**config.mk**
```make
export PLATFORM = sky130hd
export DESIGN_NAME = axis_dst_packer
export DESIGN_NICKNAME = d
export VERILOG_FILES = /design/src/rtl/axis_dst_packer.sv
export SDC_FILE = /design/constraint.sdc
export NUM_CORES = 1
export LEC_CHECK = 0
export CAP_MARGIN = 10
export CELL_PAD_IN_SITES_DETAIL_PLACEMENT = 0
export CELL_PAD_IN_SITES_GLOBAL_PLACEMENT = 1
export CORE_ASPECT_RATIO = 1.1
export CORE_MARGIN = 3
export CORE_UTILIZATION = 30
export DETAILED_ROUTE_END_ITERATION = 7
export GPL_ROUTABILITY_DRIVEN = 0
export GPL_TIMING_DRIVEN = 1
export PLACE_DENSITY_LB_ADDON = 0.1
export SYNTH_ARGS = -nofsm -noshare
export SYNTH_HDL_FRONTEND = slang
export SYNTH_SLANG_ARGS = --single-unit
```
**constraint.sdc**
```tcl
create_clock -name AXIS_ACLK -period 4 [get_ports AXIS_ACLK]
set_input_delay 0.6 -clock AXIS_ACLK [delete_from_list [all_inputs] [get_ports AXIS_ACLK]]
set_output_delay 0.6 -clock AXIS_ACLK [all_outputs]
set_load 0.01 [all_outputs]
```
**src/rtl/axis_dst_packer.sv**
```systemverilog
// axis_dst_packer: packs LANE_W result words into BUS_W AXI-Stream beats,
// with framing (TLAST/TSTRB) derived from a per-frame word count.
module axis_dst_packer #(
  parameter int BUS_W      = 64,
  parameter int LANE_W     = 32,
  parameter int FIFO_DEPTH = 4,
  parameter int LEN_W      = 12
) (
  input  logic                  AXIS_ACLK,
  input  logic                  AXIS_ARESETN,
  input  logic                  start,
  input  logic [LEN_W-1:0]      len,
  input  logic                  in_valid,
  input  logic [LANE_W-1:0]     in_data,
  output logic                  in_ready,
  output logic                  M_AXIS_TVALID,
  output logic [BUS_W-1:0]      M_AXIS_TDATA,
  output logic [BUS_W/8-1:0]    M_AXIS_TSTRB,
  output logic                  M_AXIS_TLAST,
  input  logic                  M_AXIS_TREADY,
  output logic                  busy,
  output logic                  done
);
  localparam int LANES = BUS_W / LANE_W;
  localparam int SB    = BUS_W / 8;
  localparam int LB    = LANE_W / 8;
  localparam int LW    = LANES > 1 ? $clog2(LANES) : 1;
  localparam int AW    = $clog2(FIFO_DEPTH);

  typedef enum logic [1:0] {IDLE, RUN, DRAIN} state_t;

  state_t            state;
  logic [LEN_W-1:0]  remain;
  logic [LW-1:0]     lidx;
  logic [BUS_W-1:0]  pack_data, beat_data;
  logic [SB-1:0]     pack_strb, beat_strb;
  logic [BUS_W-1:0]  mem_data [FIFO_DEPTH];
  logic [SB-1:0]     mem_strb [FIFO_DEPTH];
  logic              mem_last [FIFO_DEPTH];
  logic [AW-1:0]     wr_ptr, rd_ptr;
  logic [AW:0]       count;
  logic              accept, push, pop, fifo_full, last_word;

  // Full is judged on the registered count so in_ready never depends on TREADY.
  assign fifo_full     = count == (AW+1)'(FIFO_DEPTH);
  assign in_ready      = state == RUN && !fifo_full;
  assign accept        = in_valid && in_ready;
  assign last_word     = remain == LEN_W'(1);
  assign push          = accept && (lidx == LW'(LANES - 1) || last_word);
  assign M_AXIS_TVALID = count != '0;
  assign pop           = M_AXIS_TVALID && M_AXIS_TREADY;
  assign busy          = state != IDLE;
  assign beat_data     = pack_data | (BUS_W'(in_data) << (lidx * LANE_W));
  assign beat_strb     = pack_strb | (SB'({LB{1'b1}}) << (lidx * LB));
  assign M_AXIS_TDATA  = M_AXIS_TVALID ? mem_data[rd_ptr] : '0;
  assign M_AXIS_TSTRB  = M_AXIS_TVALID ? mem_strb[rd_ptr] : '0;
  assign M_AXIS_TLAST  = M_AXIS_TVALID && mem_last[rd_ptr];

  always_ff @(posedge AXIS_ACLK or negedge AXIS_ARESETN)
    if (!AXIS_ARESETN) begin
      state     <= IDLE;
      remain    <= '0;
      lidx      <= '0;
      pack_data <= '0;
      pack_strb <= '0;
      done      <= 1'b0;
    end else begin
      done <= 1'b0;
      case (state)
        IDLE: if (start) begin
          if (len != '0) begin
            state     <= RUN;
            remain    <= len;
            lidx      <= '0;
            pack_data <= '0;
            pack_strb <= '0;
          end else done <= 1'b1;
        end
        RUN: if (accept) begin
          remain    <= remain - LEN_W'(1);
          lidx      <= push ? '0 : lidx + LW'(1);
          pack_data <= push ? '0 : beat_data;
          pack_strb <= push ? '0 : beat_strb;
          if (last_word) state <= DRAIN;
        end
        DRAIN: if (pop && count == (AW+1)'(1)) begin
          done  <= 1'b1;
          state <= IDLE;
        end
        default: state <= IDLE;
      endcase
    end

  always_ff @(posedge AXIS_ACLK or negedge AXIS_ARESETN)
    if (!AXIS_ARESETN) begin
      wr_ptr <= '0;
      rd_ptr <= '0;
      count  <= '0;
    end else begin
      if (push) wr_ptr <= wr_ptr + AW'(1);
      if (pop) rd_ptr <= rd_ptr + AW'(1);
      count <= count + (AW+1)'(push) - (AW+1)'(pop);
    end

  always_ff @(posedge AXIS_ACLK)
    if (push) begin
      mem_data[wr_ptr] <= beat_data;
      mem_strb[wr_ptr] <= beat_strb;
      mem_last[wr_ptr] <= last_word;
    end
endmodule

```
==> results_tabular.tex, run 1 <==
\begin{tabular}{lr}
\hline
Metric & Value \\
\hline
\multicolumn{2}{l}{\textbf{Setup path}} \\
Worst Path Arrival & 2.84 ns \\
CP Capture Type & output port \\
Crit Path Class & reg -> out \\
Required time at the worst-slack endpoint & 3.40 ns \\
Largest fanout on the critical path & 35 \\
Worst path bufs/invs & 2 \\
Largest delay share family, worst path & buffers and inverters \\
Largest stage delay on the critical path & 0.66 ns \\
Crit-path slowest cell & sky130\_fd\_sc\_hd\_\_dfrtp\_4 \\
Critical path, cell by cell & buf\_12 -> mux4\_2 -> and2\_1 -> clkdlybuf4s50\_1 \\
Critical path startpoint category & flop \\
\multicolumn{2}{l}{\textbf{Detailed routing}} \\
Via/cell ratio & 4.76 \\
Iteration-0 DRC Markers & 623 \\
Residual antenna-violating net count after detailed routing & 0 \\
DRC & 0 \\
First-pass iteration count of the detailed router & 5 \\
Wire length per cell & 21.4 µm \\
Via total after detailed routing & 8998 \\
Final wirelength & 40500 µm \\
\multicolumn{2}{l}{\textbf{Global route}} \\
Global route overflow & 0 \\
Wire length of the first global-routing pass & 62500 µm \\
Number of global-route vias before repair & 9719 \\
GRT Total Usage & 14.4\% \\
Maximum number of pins on one net before global-route repair & 77 \\
Number of antenna violations at the first check in global routing & 2 \\
\multicolumn{2}{l}{\textbf{Logic synthesis}} \\
Largest cells by area after synthesis & sky130\_fd\_sc\_hd\_\_edfxtp\_1, sky130\_fd\_sc\_hd\_\_dfrtp\_1, sky130\_fd\_sc\_hd\_\_mux4\_2, sky130\_fd\_sc\_hd\_\_and2\_1, sky130\_fd\_sc\_hd\_\_o31ai\_2 \\
Ys flop type & sky130\_fd\_sc\_hd\_\_edfxtp\_1 \\
Top-area cell type share of the netlist area & 54.0\% \\
Share of synthesized flip-flops with an asynchronous set or reset & 24.5\% \\
Library cell occupying the most area in the post-synthesis netlist & sky130\_fd\_sc\_hd\_\_edfxtp\_1 \\
Yosys reg bits & 387 \\
Number of cells produced by synthesis & 1007 \\
Syn Std Cell Area & 16200 µm² \\
Syn Area/Cell & 16.1 µm² \\
Distinct cells, synth & 54 \\
Sequential cell area fraction in the yosys report & 68.6\% \\
Leading post-synthesis cells by instance count & sky130\_fd\_sc\_hd\_\_edfxtp\_1, sky130\_fd\_sc\_hd\_\_dfrtp\_1, sky130\_fd\_sc\_hd\_\_and2\_1, sky130\_fd\_sc\_hd\_\_inv\_1, sky130\_fd\_sc\_hd\_\_mux4\_2 \\
Net Count, Synth & 1064 \\
Synth Warn \# & 0 \\
EDFF count, synth & 292 \\
Cell with the most instances after synthesis & sky130\_fd\_sc\_hd\_\_edfxtp\_1 \\
\multicolumn{2}{l}{\textbf{STA}} \\
Worst slew margin & 40.7\% \\
Hold\_ws & 0.107 ns \\
Clock period minus worst slack & 3.44 ns \\
Setup violators final & 0 \\
Unrepaired setup endpoints after global routing & no \\
Maximum operating frequency & 0.290 GHz \\
Clock Skew & 0.00893 ns \\
Portion of the clock cycle consumed by the worst path in the final layout & 86.1\% \\
Final-report hold violation count & 0 \\
Sum of negative setup slack & 0 ns \\
Max-slew violation count & 0 \\
Worst-margin pin slew & 0.889 ns \\
\multicolumn{2}{l}{\textbf{CTS}} \\
Post-CTS setup repair buffer count & 0 \\
Inserted Clock Buffers & 44 \\
TritonCTS Sinks & 387 \\
H-tree lvl count & 2 \\
Later-pin clock latency in the skew report & 0.55 ns \\
Clock Tree Root & sky130\_fd\_sc\_hd\_\_clkbuf\_16 \\
Cts-stage hold buffer count & 0 \\
Clock Pin Slew Worst Setup and Hold Paths & 0.06 ns \\
Number of cells upsized or downsized after cts & 0 \\
CTS tree & done \\
Buffer depth of the longest clock path & 3 \\
\multicolumn{2}{l}{\textbf{Place}} \\
Count of buffers from port buffering & 125 \\
Half-perimeter wire length after detailed placement & 24200 µm \\
\multicolumn{2}{l}{\textbf{Floorplan}} \\
Initial standard-cell utilization of the core & 30.7\% \\
Die Height & 250 µm \\
Die outline area & 57000 µm² \\
Die X & 228 µm \\
Core area & 53000 µm² \\
Number of rows in the core area & 88 \\
Boundary pin count & 126 \\
\multicolumn{2}{l}{\textbf{Final layout}} \\
Number of nets in the final layout & 1192 \\
Proportion of layout cells with a drive suffix above 1 & 19.8\% \\
Filler cells & 5017 \\
Area overhead of the layout relative to synthesis & 22.4\% \\
Multi-input combinational cell area & 4480 µm² \\
Area of all sequential standard cells & 11200 µm² \\
\multicolumn{2}{l}{\textbf{Power}} \\
Leak pwr & 6.98 nW \\
Power Dens Cells & 814 nW/µm² \\
Worst IR Drop VDD & 387 µV \\
\multicolumn{2}{l}{\textbf{Flow run}} \\
Maximum Capacitance Violations & 0 \\
\multicolumn{2}{l}{\textbf{Status}} \\
Outcome & finished, final reports clean \\
\multicolumn{2}{l}{\textbf{Worst hold path}} \\
Classification of the worst-slack hold path & in -> async \\
\hline
\end{tabular}
-- power by group --
group	switching, W	internal, W	leakage, nW
Sequential	0.000436	0.00558	3.84
Combinational	0.00330	0.00282	2.43
Clock	0.00159	0.00245	0.712
-- cells in the final DEF, fill, tap and decap left out, types with 8 or more instances in the layout --
cell,netlist,layout
sky130_fd_sc_hd__edfxtp_1,292,292
sky130_fd_sc_hd__o31ai_1,30,30
sky130_fd_sc_hd__dfrtp_1,95,92
sky130_fd_sc_hd__nor3_1,8,8
sky130_fd_sc_hd__o31ai_2,30,30
sky130_fd_sc_hd__o31ai_4,9,9
sky130_fd_sc_hd__mux4_2,73,73
sky130_fd_sc_hd__nor2_1,12,12
sky130_fd_sc_hd__clkbuf_1,34,10
sky130_fd_sc_hd__clkbuf_16,0,45
sky130_fd_sc_hd__a21oi_1,72,72
sky130_fd_sc_hd__inv_1,73,72
sky130_fd_sc_hd__buf_12,1,12
sky130_fd_sc_hd__clkdlybuf4s50_1,0,124
sky130_fd_sc_hd__o21ai_0,71,71
sky130_fd_sc_hd__and2_1,79,75
sky130_fd_sc_hd__clkinv_2,0,8
sky130_fd_sc_hd__buf_4,1,17
-- flip-flops by register name, summed over array words and instances (netlist names) --
name and cells:
mem_data 256, pack_data 64, mem_strb 32, remain 12, pack_strb 8, mem_last 4, count 3, rd_ptr 2
state 2, wr_ptr 2, done 1, lidx 1
-- metrics by stage --
step           cell area (µm²)  worst slack [ns]  utilization (%)  instances  total power (W)
6_report                 19900             0.556             37.5       1891           0.0162
5_1_grt                  19900             0.369             37.5       1888           0.0172
4_1_cts                  19900             0.435             37.5       1888           0.0165
3_5_place_dp             18400              1.06             34.8       1809           0.0124
3_3_place_gp             18400              1.07             34.8       1809           0.0124
2_1_floorplan            16200             0.572                -       1007          0.00977
-- metal layers --
layer  global-route usage [%]  wire length [µm]  part of all wire, %
met4                     3.38               637                  1.6
met2                     24.0             19900                   49
met3                     3.16              1950                  4.8
met5                        0                 0                    0
met1                     19.1             17900                   44
-- cell families (layout without fill, tap and decap cells) --
logic type,count (synthesis),count (layout),share of synthesized area [%]
mux,75,75,10.3
other cells,0,3,0
xor+xnor,6,6,0.324
flops,387,387,68.6
buf+inv,144,305,4.05
simple gates,144,144,5.25
compound gates,243,243,10.8
fa+ha+maj,8,8,0.663
-- path summary, 6_finish.rpt --
| check | startpoint | endpoint | slack, ns | cells past startpoint |
|---|---|---|---|---|
| worst min-delay path | AXIS_ARESETN | remain[3] | 0.11 | 1 |
| worst max-delay path | rd_ptr[0] | M_AXIS_TDATA[42] | 0.56 | 4 |
| worst min register to register | pack_strb[2] | pack_strb[2] | 0.47 | 1 |
| max in group asynchronous | AXIS_ARESETN | pack_data[28] | 3.16 | 2 |
| min in group AXIS_ACLK | pack_strb[2] | pack_strb[2] | 0.47 | 1 |
| worst max register to register | remain[2] | mem_strb[0][6] | 1.24 | 7 |
-- area by class of cell --
type / instances / share of cell area [%]
Antenna cell: 3 / 0.0378
Clock buffer: 62 / 6.34
Clock inverter: 17 / 0.963
Inverter: 73 / 1.38
Multi-Input combinational cell: 476 / 22.5
Sequential cell: 387 / 56.1
Tap cell: 720 / 4.53
Timing Repair Buffer: 153 / 8.10
(Power assumes the default switching activity.)
==> inputs of run 2 (changes only) <==
Settings changed: PLACE_DENSITY_LB_ADDON 0.1 to 0.25.
==> results_tabular.tex, run 2 (synthesis gave the netlist of run 1 again) <==
\begin{tabular}{lr}
\hline
Metric & Value \\
\hline
\multicolumn{2}{l}{\textbf{Place}} \\
Cell count after placement & 1809 \\
Half-perimeter wire length after detailed placement & 23500 µm \\
Setup WS pre-CTS & 0.898 ns \\
Total cell area at the placement stage & 18400 µm² \\
Count of buffers from port buffering & 125 \\
\multicolumn{2}{l}{\textbf{Flow run}} \\
Maximum Capacitance Violations & 0 \\
\multicolumn{2}{l}{\textbf{Detailed routing}} \\
DRT met1 WL & 17300 µm \\
Final wirelength & 39000 µm \\
Wire length per cell & 20.7 µm \\
First-pass iteration count of the detailed router & 5 \\
Via/cell ratio & 4.81 \\
Amount of wire on met3 after detailed routing & 1690 µm \\
Via total after detailed routing & 9059 \\
Detail Route met2 WL & 19400 µm \\
Residual antenna-violating net count after detailed routing & 0 \\
Iteration-0 DRC Markers & 525 \\
Highest metal used & met5 \\
DRC & 0 \\
\multicolumn{2}{l}{\textbf{Setup path}} \\
Setup slack on the worst flop-to-flop path & 1.07 ns \\
Crit-path slowest cell & sky130\_fd\_sc\_hd\_\_dfrtp\_4 \\
Largest stage delay on the critical path & 0.83 ns \\
Largest fanout on the critical path & 27 \\
CP Capture Type & output port \\
FF-to-FF path depth & 5 \\
Crit Path Class & reg -> out \\
Worst Path Arrival & 3.01 ns \\
Critical path, cell by cell & buf\_4 -> mux4\_2 -> and2\_1 -> clkdlybuf4s50\_1 \\
Critical path startpoint category & flop \\
Required time at the worst-slack endpoint & 3.40 ns \\
\multicolumn{2}{l}{\textbf{Floorplan}} \\
Die Height & 250 µm \\
Number of rows in the core area & 88 \\
Initial standard-cell utilization of the core & 30.7\% \\
Die X & 228 µm \\
Boundary pin count & 126 \\
Core area & 53000 µm² \\
Die outline area & 57000 µm² \\
\multicolumn{2}{l}{\textbf{Power}} \\
Worst IR Drop VDD & 290 µV \\
Power Dens Cells & 804 nW/µm² \\
Leak pwr & 6.90 nW \\
\multicolumn{2}{l}{\textbf{CTS}} \\
Later-pin clock latency in the skew report & 0.54 ns \\
Number of cells upsized or downsized after cts & 0 \\
Inserted Clock Buffers & 41 \\
Post-CTS setup repair buffer count & 0 \\
Cts-stage hold buffer count & 0 \\
Buffer depth of the longest clock path & 3 \\
H-tree lvl count & 2 \\
Clock Tree Root & sky130\_fd\_sc\_hd\_\_clkbuf\_16 \\
Clock Pin Slew Worst Setup and Hold Paths & 0.06 ns \\
TritonCTS Sinks & 387 \\
CTS tree & done \\
\multicolumn{2}{l}{\textbf{STA}} \\
Post-route setup slack & 0.390 ns \\
Clock period minus worst slack & 3.61 ns \\
Unrepaired setup endpoints after global routing & no \\
Final-report hold violation count & 0 \\
Clock Skew & 0.0162 ns \\
Worst slew margin & 26.0\% \\
Worst-margin pin slew & 1.11 ns \\
Setup violators final & 0 \\
Max-slew violation count & 0 \\
Portion of the clock cycle consumed by the worst path in the final layout & 90.2\% \\
Maximum operating frequency & 0.277 GHz \\
Sum of negative setup slack & 0 ns \\
\multicolumn{2}{l}{\textbf{Final layout}} \\
Number of flip-flops in the largest register & 256 \\
Multi-input combinational cell area & 4470 µm² \\
Proportion of layout cells with a drive suffix above 1 & 19.1\% \\
Most common library cell in the layout ignoring fill and taps & sky130\_fd\_sc\_hd\_\_edfxtp\_1 \\
Biggest regs & mem\_data x256, pack\_data x64, mem\_strb x32 \\
Inserted Diodes & 0 \\
Final Util & 37.1\% \\
Filler cells & 5009 \\
Area of all sequential standard cells & 11200 µm² \\
Number of nets in the final layout & 1189 \\
Area overhead of the layout relative to synthesis & 21.1\% \\
Most frequent cells in the layout & sky130\_fd\_sc\_hd\_\_edfxtp\_1, sky130\_fd\_sc\_hd\_\_clkdlybuf4s50\_1, sky130\_fd\_sc\_hd\_\_dfrtp\_1 \\
Post-route cell area & 19700 µm² \\
Largest register by flop count & mem\_data \\
Post-route insts no fill & 1884 \\
\multicolumn{2}{l}{\textbf{Global route}} \\
Number of global-route vias before repair & 9672 \\
GRT Total Usage & 13.8\% \\
Number of antenna violations at the first check in global routing & 2 \\
Wire length of the first global-routing pass & 61300 µm \\
Global route overflow & 0 \\
Maximum number of pins on one net before global-route repair & 74 \\
\multicolumn{2}{l}{\textbf{Worst hold path}} \\
Classification of the worst-slack hold path & in -> async \\
\multicolumn{2}{l}{\textbf{Status}} \\
Outcome & finished, final reports clean \\
\hline
\end{tabular}
==> run 2: per-layer routing <==
layer,GRT usage (%),up-vias
li1,-,4104
met1,18.6,4718
met2,23.4,191
met3,2.43,42
met4,3.32,4
met5,0,-
==> run 2: layout make-up <==
cell class | instances | area share (%)
flip-flops and latches | 387 | 56.7
multi-input cells | 476 | 22.7
repair buffers | 153 | 8.05
clock buffers | 54 | 5.62
well taps | 720 | 4.58
inverters | 73 | 1.39
clock inverters | 21 | 0.941
==> run 2: worst max-delay path, delay by kind of cell, from the launching register on <==
family	cells	cell delay, ns
AND/OR/NAND/NOR	1	0.16
multiplexers	1	0.52
buffers and inverters	2	0.94
flip-flops	1	0.83
==> run 2: where the power goes <==
group          switching [W]  leakage [nW]  internal, W
Clock                0.00152         0.633      0.00214
Sequential          0.000450          3.84      0.00558
Combinational        0.00329          2.42      0.00283
==> run 2: final timing paths <==
kind / from / end
max: rd_ptr[0] / M_AXIS_TLAST
min: AXIS_ARESETN / pack_data[46]
max reg2reg: remain[2] / mem_strb[3][0]
min reg2reg: pack_strb[2] / pack_strb[2]
max in group asynchronous: AXIS_ARESETN / pack_data[52]
min in group AXIS_ACLK: pack_strb[2] / pack_strb[2]
==> run 2: stage by stage <==
step / power, W / hold slack [ns]
2_1_floorplan: 0.00977 / 0.304
3_3_place_gp: 0.0123 / 0.453
3_5_place_dp: 0.0124 / 0.461
4_1_cts: 0.0161 / 0.217
5_1_grt: 0.0168 / 0.246
6_report: 0.0158 / 0.183
